--- src/rtl/seg7_scan_display_if.sv ---
// seg7_scan_display_if: user-side data/control and active-low display pins of the scanner
interface seg7_scan_display_if #(parameter int DIGITS = 4);
  logic [4*DIGITS-1:0] data;
  logic [DIGITS-1:0] dp_in, digit_en, an;
  logic load, lz_en, dp;
  logic [6:0] seg;
  modport master(output data, dp_in, digit_en, load, lz_en, input seg, dp, an);
  modport slave(input data, dp_in, digit_en, load, lz_en, output seg, dp, an);
endinterface

--- src/rtl/seg7_scan_display.sv ---
// seg7_scan_display: multiplexed hex seven-segment scanner with blanking, dp and leading-zero suppression
module seg7_scan_display #(
  parameter int DIGITS = 4,
  parameter int REFRESH_DIV = 100000,
  parameter int BLANK_CYCLES = 1000
) (
  input logic clk,
  input logic rst_n,
  seg7_scan_display_if.slave bus
);
  localparam int CW = REFRESH_DIV > 1 ? $clog2(REFRESH_DIV) : 1;
  localparam int IW = DIGITS > 1 ? $clog2(DIGITS) : 1;
  localparam logic [111:0] HEX = {7'h71, 7'h79, 7'h5E, 7'h39, 7'h7C, 7'h77, 7'h6F, 7'h7F,
                                  7'h07, 7'h7D, 7'h6D, 7'h66, 7'h4F, 7'h5B, 7'h06, 7'h3F};
  if (DIGITS < 1 || DIGITS > 8 || REFRESH_DIV <= BLANK_CYCLES) begin : g_bad_params
    $error("seg7_scan_display: illegal DIGITS/REFRESH_DIV/BLANK_CYCLES");
  end
  logic [4*DIGITS-1:0] data_q, data_d;
  logic [DIGITS-1:0] dps_q, dps_d, an_q, an_d, hz;
  logic [CW-1:0] cnt_q, cnt_d;
  logic [IW-1:0] idx_q, idx_d;
  logic [6:0] seg_q, seg_d;
  logic [3:0] nib;
  logic dp_q, dp_d, z, on, sup;
  // hz[k]: nibbles DIGITS-1..k are all zero
  always_comb begin
    z = 1'b1;
    hz = '0;
    for (int k = DIGITS - 1; k >= 0; k--) begin
      z = z & (data_q[4*k +: 4] == 4'h0);
      hz[k] = z;
    end
  end
  always_comb begin
    data_d = bus.load ? bus.data : data_q;
    dps_d = bus.load ? bus.dp_in : dps_q;
    cnt_d = cnt_q == CW'(REFRESH_DIV - 1) ? '0 : cnt_q + 1'b1;
    idx_d = cnt_q != CW'(REFRESH_DIV - 1) ? idx_q : idx_q == IW'(DIGITS - 1) ? '0 : idx_q + 1'b1;
    nib = data_q[4*idx_q +: 4];
    on = cnt_q >= CW'(BLANK_CYCLES) && bus.digit_en[idx_q];
    sup = bus.lz_en && idx_q != '0 && hz[idx_q];
    seg_d = on && !sup ? ~HEX[7*nib +: 7] : 7'h7F;
    dp_d = on ? ~dps_q[idx_q] : 1'b1;
    an_d = on ? ~(DIGITS'(1) << idx_q) : '1;
  end
  always_ff @(posedge clk or negedge rst_n) begin
    if (!rst_n) begin
      data_q <= '0;
      dps_q <= '0;
      cnt_q <= '0;
      idx_q <= '0;
      seg_q <= 7'h7F;
      dp_q <= 1'b1;
      an_q <= '1;
    end else begin
      data_q <= data_d;
      dps_q <= dps_d;
      cnt_q <= cnt_d;
      idx_q <= idx_d;
      seg_q <= seg_d;
      dp_q <= dp_d;
      an_q <= an_d;
    end
  end
  assign bus.seg = seg_q;
  assign bus.dp = dp_q;
  assign bus.an = an_q;
endmodule

--- src/flat_wrapper.sv ---
// flat-port wrapper written by rule: the top's interface ports become plain ports
module seg7_scan_display_flat 
#(
  parameter int DIGITS = 4,
  parameter int REFRESH_DIV = 100000,
  parameter int BLANK_CYCLES = 1000
)
  (clk, rst_n, bus_data, bus_dp_in, bus_digit_en, bus_load, bus_lz_en, bus_seg, bus_dp, bus_an);
  seg7_scan_display_if #(.DIGITS(DIGITS)) bus_i ();
  input logic clk;
  input logic rst_n;
  input wire logic [$bits(bus_i.data)-1:0] bus_data;
  input wire logic [$bits(bus_i.dp_in)-1:0] bus_dp_in;
  input wire logic [$bits(bus_i.digit_en)-1:0] bus_digit_en;
  input wire logic [$bits(bus_i.load)-1:0] bus_load;
  input wire logic [$bits(bus_i.lz_en)-1:0] bus_lz_en;
  output wire logic [$bits(bus_i.seg)-1:0] bus_seg;
  output wire logic [$bits(bus_i.dp)-1:0] bus_dp;
  output wire logic [$bits(bus_i.an)-1:0] bus_an;
  assign bus_i.data = bus_data;
  assign bus_i.dp_in = bus_dp_in;
  assign bus_i.digit_en = bus_digit_en;
  assign bus_i.load = bus_load;
  assign bus_i.lz_en = bus_lz_en;
  assign bus_seg = bus_i.seg;
  assign bus_dp = bus_i.dp;
  assign bus_an = bus_i.an;
  seg7_scan_display #(.DIGITS(DIGITS), .REFRESH_DIV(REFRESH_DIV), .BLANK_CYCLES(BLANK_CYCLES)) u_core (.clk(clk), .rst_n(rst_n), .bus(bus_i));
endmodule
--- config.mk ---
export PLATFORM = sky130hd
export DESIGN_NAME = seg7_scan_display_flat
export DESIGN_NICKNAME = d
export VERILOG_FILES = /design/src/rtl/seg7_scan_display_if.sv /design/src/rtl/seg7_scan_display.sv /design/src/flat_wrapper.sv
export SDC_FILE = /design/constraint.sdc
export NUM_CORES = 1
export LEC_CHECK = 0
export ABC_CLOCK_PERIOD_IN_PS = 3550
export CAP_MARGIN = 30
export CORE_MARGIN = 1
export CORE_UTILIZATION = 45
export DETAILED_ROUTE_END_ITERATION = 10
export PLACE_DENSITY_LB_ADDON = 0.25
export SYNTH_ARGS = -nofsm -noshare
export SYNTH_HDL_FRONTEND = slang
export SYNTH_SLANG_ARGS = --single-unit
--- constraint.sdc ---
create_clock -name clk -period 3.55 [get_ports clk]
set_input_delay 0.355 -clock clk [delete_from_list [all_inputs] [get_ports clk]]
set_output_delay 0.355 -clock clk [all_outputs]
set_load 0.005 [all_outputs]
# Word level (Yosys, flattened, before mapping)
# Cells that the tools add are included.
word_totals:
  reg_bits: 51
  output_inout_bits: 12
  inputBits: 28
  wordCells: 45
classes:
  n_reduce_logical: 10
  magnitude_cmp: 2
  n_shift: 3
  n_eq_ne: 3
  muxes: 11
  mul: 1
  addsub: 2
  bitwise: 6
op_table:
  columns: ["operator", "n"]
  rows:
  - ["indexed part select 112 x 8 -> 7 bit (first input constant)", 1]
  - ["adder 17 x 1 -> 17 bit (second input constant)", 1]
  - ["equality test 17 bit (second input constant)", 1]
  - ["greater-or-equal comparator 17 x 10 -> 1 bit (second input constant)", 1]
  - ["2-to-1 mux 17 bit", 1]
  - ["inequality test 17 bit (second input constant)", 1]
  - ["zero test 4 bit", 4]
  - ["indexed part select 16 x 5 -> 4 bit", 1]
  - ["multiplier 3 x 4 -> 7 bit (first input constant)", 1]
  - ["2-to-1 mux 7 bit", 1]
  - ["NOT 7 bit", 1]
  - ["binary-select mux 1 bit (select 2 bit)", 3]
  - ["logical AND 1 bit", 4]
  - ["2-to-1 mux 1 bit", 4]
  - ["2-to-1 mux 4 bit", 1]
  - ["NOT 4 bit", 1]
  - ["left shift 1 x 2 -> 4 bit (first input constant)", 1]
  - ["bitwise AND 1 bit", 3]
  - ["less-than comparator 2 x 3 -> 1 bit (second input constant)", 1]
  - ["adder 2 x 1 -> 2 bit (second input constant)", 1]
  - ["equality test 2 bit (second input constant)", 1]
  - ["2-to-1 mux 2 bit", 1]
  - ["nonzero test 2 bit", 1]
  - ["zero test 1 bit", 1]
  - ["NOT 1 bit", 1]

# Logic depth before layout (Yosys ltp)
depth:
  word_depth: 10
  ltp_mapped: 8
  ltp_nobuf: 7

# Worst setup path after synthesis
# Ideal clock, no wire load.
synth_path:
  path_type: "register -> register"
  from: "register u_core.cnt_q[11]"
  to: "register u_core.idx_q[1]"
  t_required_ns: 3.422
  t_arrival_ns: 1.806
  path_slack_ns: 1.616
  period_less_slack_ns: 1.934
  stages_incl_launch_ff: 5
  path_cell_list: "dfrtp_1 or4_4 or3_4 nor2_8 mux2_1"
synth_via:
  elab_chain_len: 1
synth_rtl:
  columns: ["item", "line", "text"]
  rows:
  - ["start: declaration", "seg7_scan_display.sv:20", "logic [CW-1:0] cnt_q, cnt_d;"]
  - ["start signal: assignment", "seg7_scan_display.sv:58", "cnt_q <= cnt_d;"]
  - ["inequality test 17 bit", "seg7_scan_display.sv:38", "idx_d = cnt_q != CW'(REFRESH_DIV - 1) ? idx_q : idx_q == IW'(DIGITS - 1) ? '0 : idx_q + 1'b1;"]
  - ["end signal: assignment", "seg7_scan_display.sv:59", "idx_q <= idx_d;"]
  - ["end: declaration", "seg7_scan_display.sv:21", "logic [IW-1:0] idx_q, idx_d;"]
# Every way passes these cells.
# A chain may end at the register's enable or synchronous reset.

# Worst setup path in the final report
layout_path:
  from: "register u_core.idx_q[0]"
  to: "register u_core.seg_q[3] (netlist: u_core.bus.seg[3])"
layout_via:
  elab_chain_len: 6
  word_cells_on_any_way: 15
layout_rtl:
  columns: ["item", "line", "text"]
  rows:
  - ["branches (longest 5 deep; another with multiplier 3 x 4 -> 7 bit)", null, null]
  - ["2-to-1 mux 7 bit (*)", "seg7_scan_display.sv:42", "seg_d = on && !sup ? ~HEX[7*nib +: 7] : 7'h7F;"]
  - ["net u_core.seg_d[3]", "seg7_scan_display.sv:22", "logic [6:0] seg_q, seg_d;"]
  - ["end signal: assignment", "seg7_scan_display.sv:60", "seg_q <= seg_d;"]
  - ["end: declaration", "seg7_scan_display.sv:22", null]
# Mark *: on every way through the listed nets, which the timed path passes. The select of a mux whose other input is x is not followed.

==> impl_metrics.toml <==
[yosys]
synth_area_mm2 = 0.00256
synth_top_family_by_area = "multiplexers"
synth_xor_area_share_pct = 4.45
synth_compound_area_share_pct = 4.41
synthMuxAreaShare_pct = 17.0
ys_ff_latch = 51
synth_edf_count = 0
synth_warnings = 0
synthAdderAreaFrac_pct = 5.87
synth_simple_gate_area_share_pct = 15.1
syn-num-nets = 247
ys.flop_type = "dfrtp_1"
avgSynthCellArea_um2 = 12.3
async_flop_share_pct = 100
seq_area_frac_synth_pct = 50.5
synth.distinct_cells = 39
syn_inst = 207

[clocking]
clk_pin_slew_worst_paths_ns = 0.09
clk_latency_ns = 0.30
clkSinkCount = 51
cts_tree = "built"
cts_made_buffers = 5
clk_path_buf_depth = 2
htreeDepth = 2
root_buffer = "clkbuf_8"

[cells_and_area]
final_cell_mix = "39 x dfrtp_1, 38 x clkdlybuf4s50_1, 21 x mux2_2"
final_common_cell = "dfrtp_1"
num_antenna_cells = 0
fin_cells = 321
fin_nets = 288
drive_above_1_share_pct = 21.3
design_area_mm2 = 0.00313
area_delta_synth_final_pct = 22.6

[floorplan]
die_w_um = 77.4
coreArea_mm2 = 0.00551
start_util_pct = 46.4
rows = 27
die_h_um = 77.4
pin_count = 40
die-area_mm2 = 0.00599

[placement]
place_inst = 312
placed_cell_area_mm2 = 0.00301
gp_congestion = 0.836
portBuffers = 39
place_hpwl_um = 3420

[flow_run]
drv_cap = 0

[critical_path]
worst_setup_path_start_kind = "flip-flop"
reg2reg_to = "u_core.bus.seg[3]"
crit_path_end_kind = "flip-flop"
cp-startpoint = "u_core.idx_q[0]"
r2r_setup_slack_ns = 1.41
path_cells = "mux4_2 -> ha_1 -> mux2_1 -> mux2i_1 -> nand3_1"
cp_max_fo = 10
r2r_cells = 5
arrival_ns = 2.37
critPathSlowestCell = "dfrtp_1"
crit_type = "reg -> reg"
rr_startpoint = "u_core.idx_q[0]"
critical_path.max_stage_delay_ns = 0.66
required_ns = 3.78

[global_routing]
overflow = 0
antenna_found_initial = 0
grt_pass1_vias = 1717
grt_max_degree = 34
grt_pass1_wl_um = 8480
grtUsageTotal_pct = 18.1

[timing]
worst_pin_slew_ns = 0.879
finalCritPeriodShare_pct = 60.2
hold_viol = 0
period_needed_ns = 2.14
fmax_mhz = 468
finalSetupTns_ns = 0
setup_viol = 0
relSlewSlack_pct = 41.2
drv_slew = 0
rsz0062_at_grt = "no"
fin_worst_skew_ns = 0.00364

[drt]
ant_nets = 0
wl_per_cell_um = 14.4
via_count = 1704
dr.first_iter.drc_count = 51
drt_wl_total_um = 4630
remaining_drc_errors = 0
avgViaCountPerCell = 5.31
drt_first_pass_iters = 4

[status]
status = "finished, final reports clean"

[worst_hold_path]
hp-class = "in -> async"

[pwr]
p_leak_nw = 1.29
peakVddDrop_mv = 0.228
p_per_area_mw_per_mm2 = 374
==> how the worst max path moves through the flow <==
stage,endpoint,depth (start not counted),slack (ns)
final,u_core.bus.seg[3],5,1.41
after floorplan,u_core.idx_q[1],4,1.62
after global placement,u_core.bus.seg[3],5,1.45
after detailed placement,u_core.bus.seg[3],5,1.42
after CTS,u_core.bus.seg[3],5,1.40
after global routing,u_core.bus.seg[3],5,1.31
==> what timing repair did <==
item                                   4_1_cts  5_1_grt
endpoints found under the hold margin        6        0
hold buffers                                 1        0
setup buffers                                0        0
gates resized for setup                      0        0
==> routing by layer <==
layer  global-route usage (%)  vias to the layer above  routed length [µm]  part of all wire [%]
met5                        0                        -                   0                     0
met4                     6.23                        0                  73                   1.6
met3                     4.24                        5                 231                   5.0
met2                     26.8                       49                2070                    45
met1                     26.0                      826                2250                    49
li1                         -                      824                   -                     -
==> Yosys cell counts, types with 2 or more instances <==
library cell  number  area share (%)
ha_1              12             5.9
and2_1             4            0.98
inv_1              7             1.0
nand4_1            8             2.0
a22oi_1            2            0.59
nor4_1             6             1.5
xnor2_1            9             3.1
nand2_1           14             2.1
o2111ai_1          2            0.69
o21ai_0            2            0.39
nor2_1            10             1.5
mux2_1             3             1.3
dfrtp_1           39              38
nor2b_1            3            0.73
mux2_2            21             9.3
buf_2              2            0.39
mux4_2             6             5.3
mux2i_1            3             1.2
nand3b_1           2            0.59
xor2_1             4             1.4
o21bai_1           3            0.88
nand3_1            8             1.6
clkbuf_1           5            0.73
a21oi_1            3            0.59
nor3_1             2            0.39
and4_1             3             1.0
dfstp_2           12              12
==> cell type report <==
type | instances | area, µm²
inverter | 7 | 26.3
sequential | 51 | 1290
timing repair buffer | 42 | 410
clock buffer | 6 | 82.6
fill | 458 | 2370
tap | 72 | 90.1
clock inverter | 2 | 35.0
multi-input combinational | 141 | 1200
==> kinds of logic (layout without fill, tap and decap cells) <==
kind of cell / Yosys count / in the layout
AND/OR/NAND/NOR: 67 / 67
multiplexers: 33 / 33
adder cells (fa/ha/maj): 12 / 12
AO/OA/AOI/OAI: 16 / 16
buffers and inverters: 15 / 57
flip-flops: 51 / 51
XOR/XNOR: 13 / 13
==> where the power goes <==
group,internal [mW],total (mW),switching [mW]
Combinational,0.0744,0.128,0.0540
Clock,0.228,0.421,0.193
Sequential,0.604,0.623,0.0185
==> per-stage QoR <==
stage	utilization (%)	hold WS (ns)	worst slack, ns	total power [mW]
finish	56.9	0.501	1.41	1.17
global route	56.9	0.546	1.31	1.23
CTS	56.9	0.503	1.40	1.19
detailed placement	54.6	0.311	1.42	0.762
global placement	54.6	0.306	1.45	0.760
floorplan	-	0.0594	1.62	0.700
==> sequential cells by signal (all words and copies together), names as in the netlist <==
| register | flops |
|---|---|
| u_core.cnt_q | 17 |
| u_core.data_q | 16 |
| u_core.bus.seg | 7 |
| u_core.bus.an | 4 |
| u_core.dps_q | 4 |
| u_core.idx_q | 2 |
| u_core.bus.dp | 1 |
==> critical path, delay by kind of cell, from the launching register on <==
family | cells | cell delay, ns
fa+ha+maj | 1 | 0.24
mux | 3 | 1.08
simple gates | 1 | 0.09
flops | 1 | 0.66
Power figures use the tool's default switching activity.
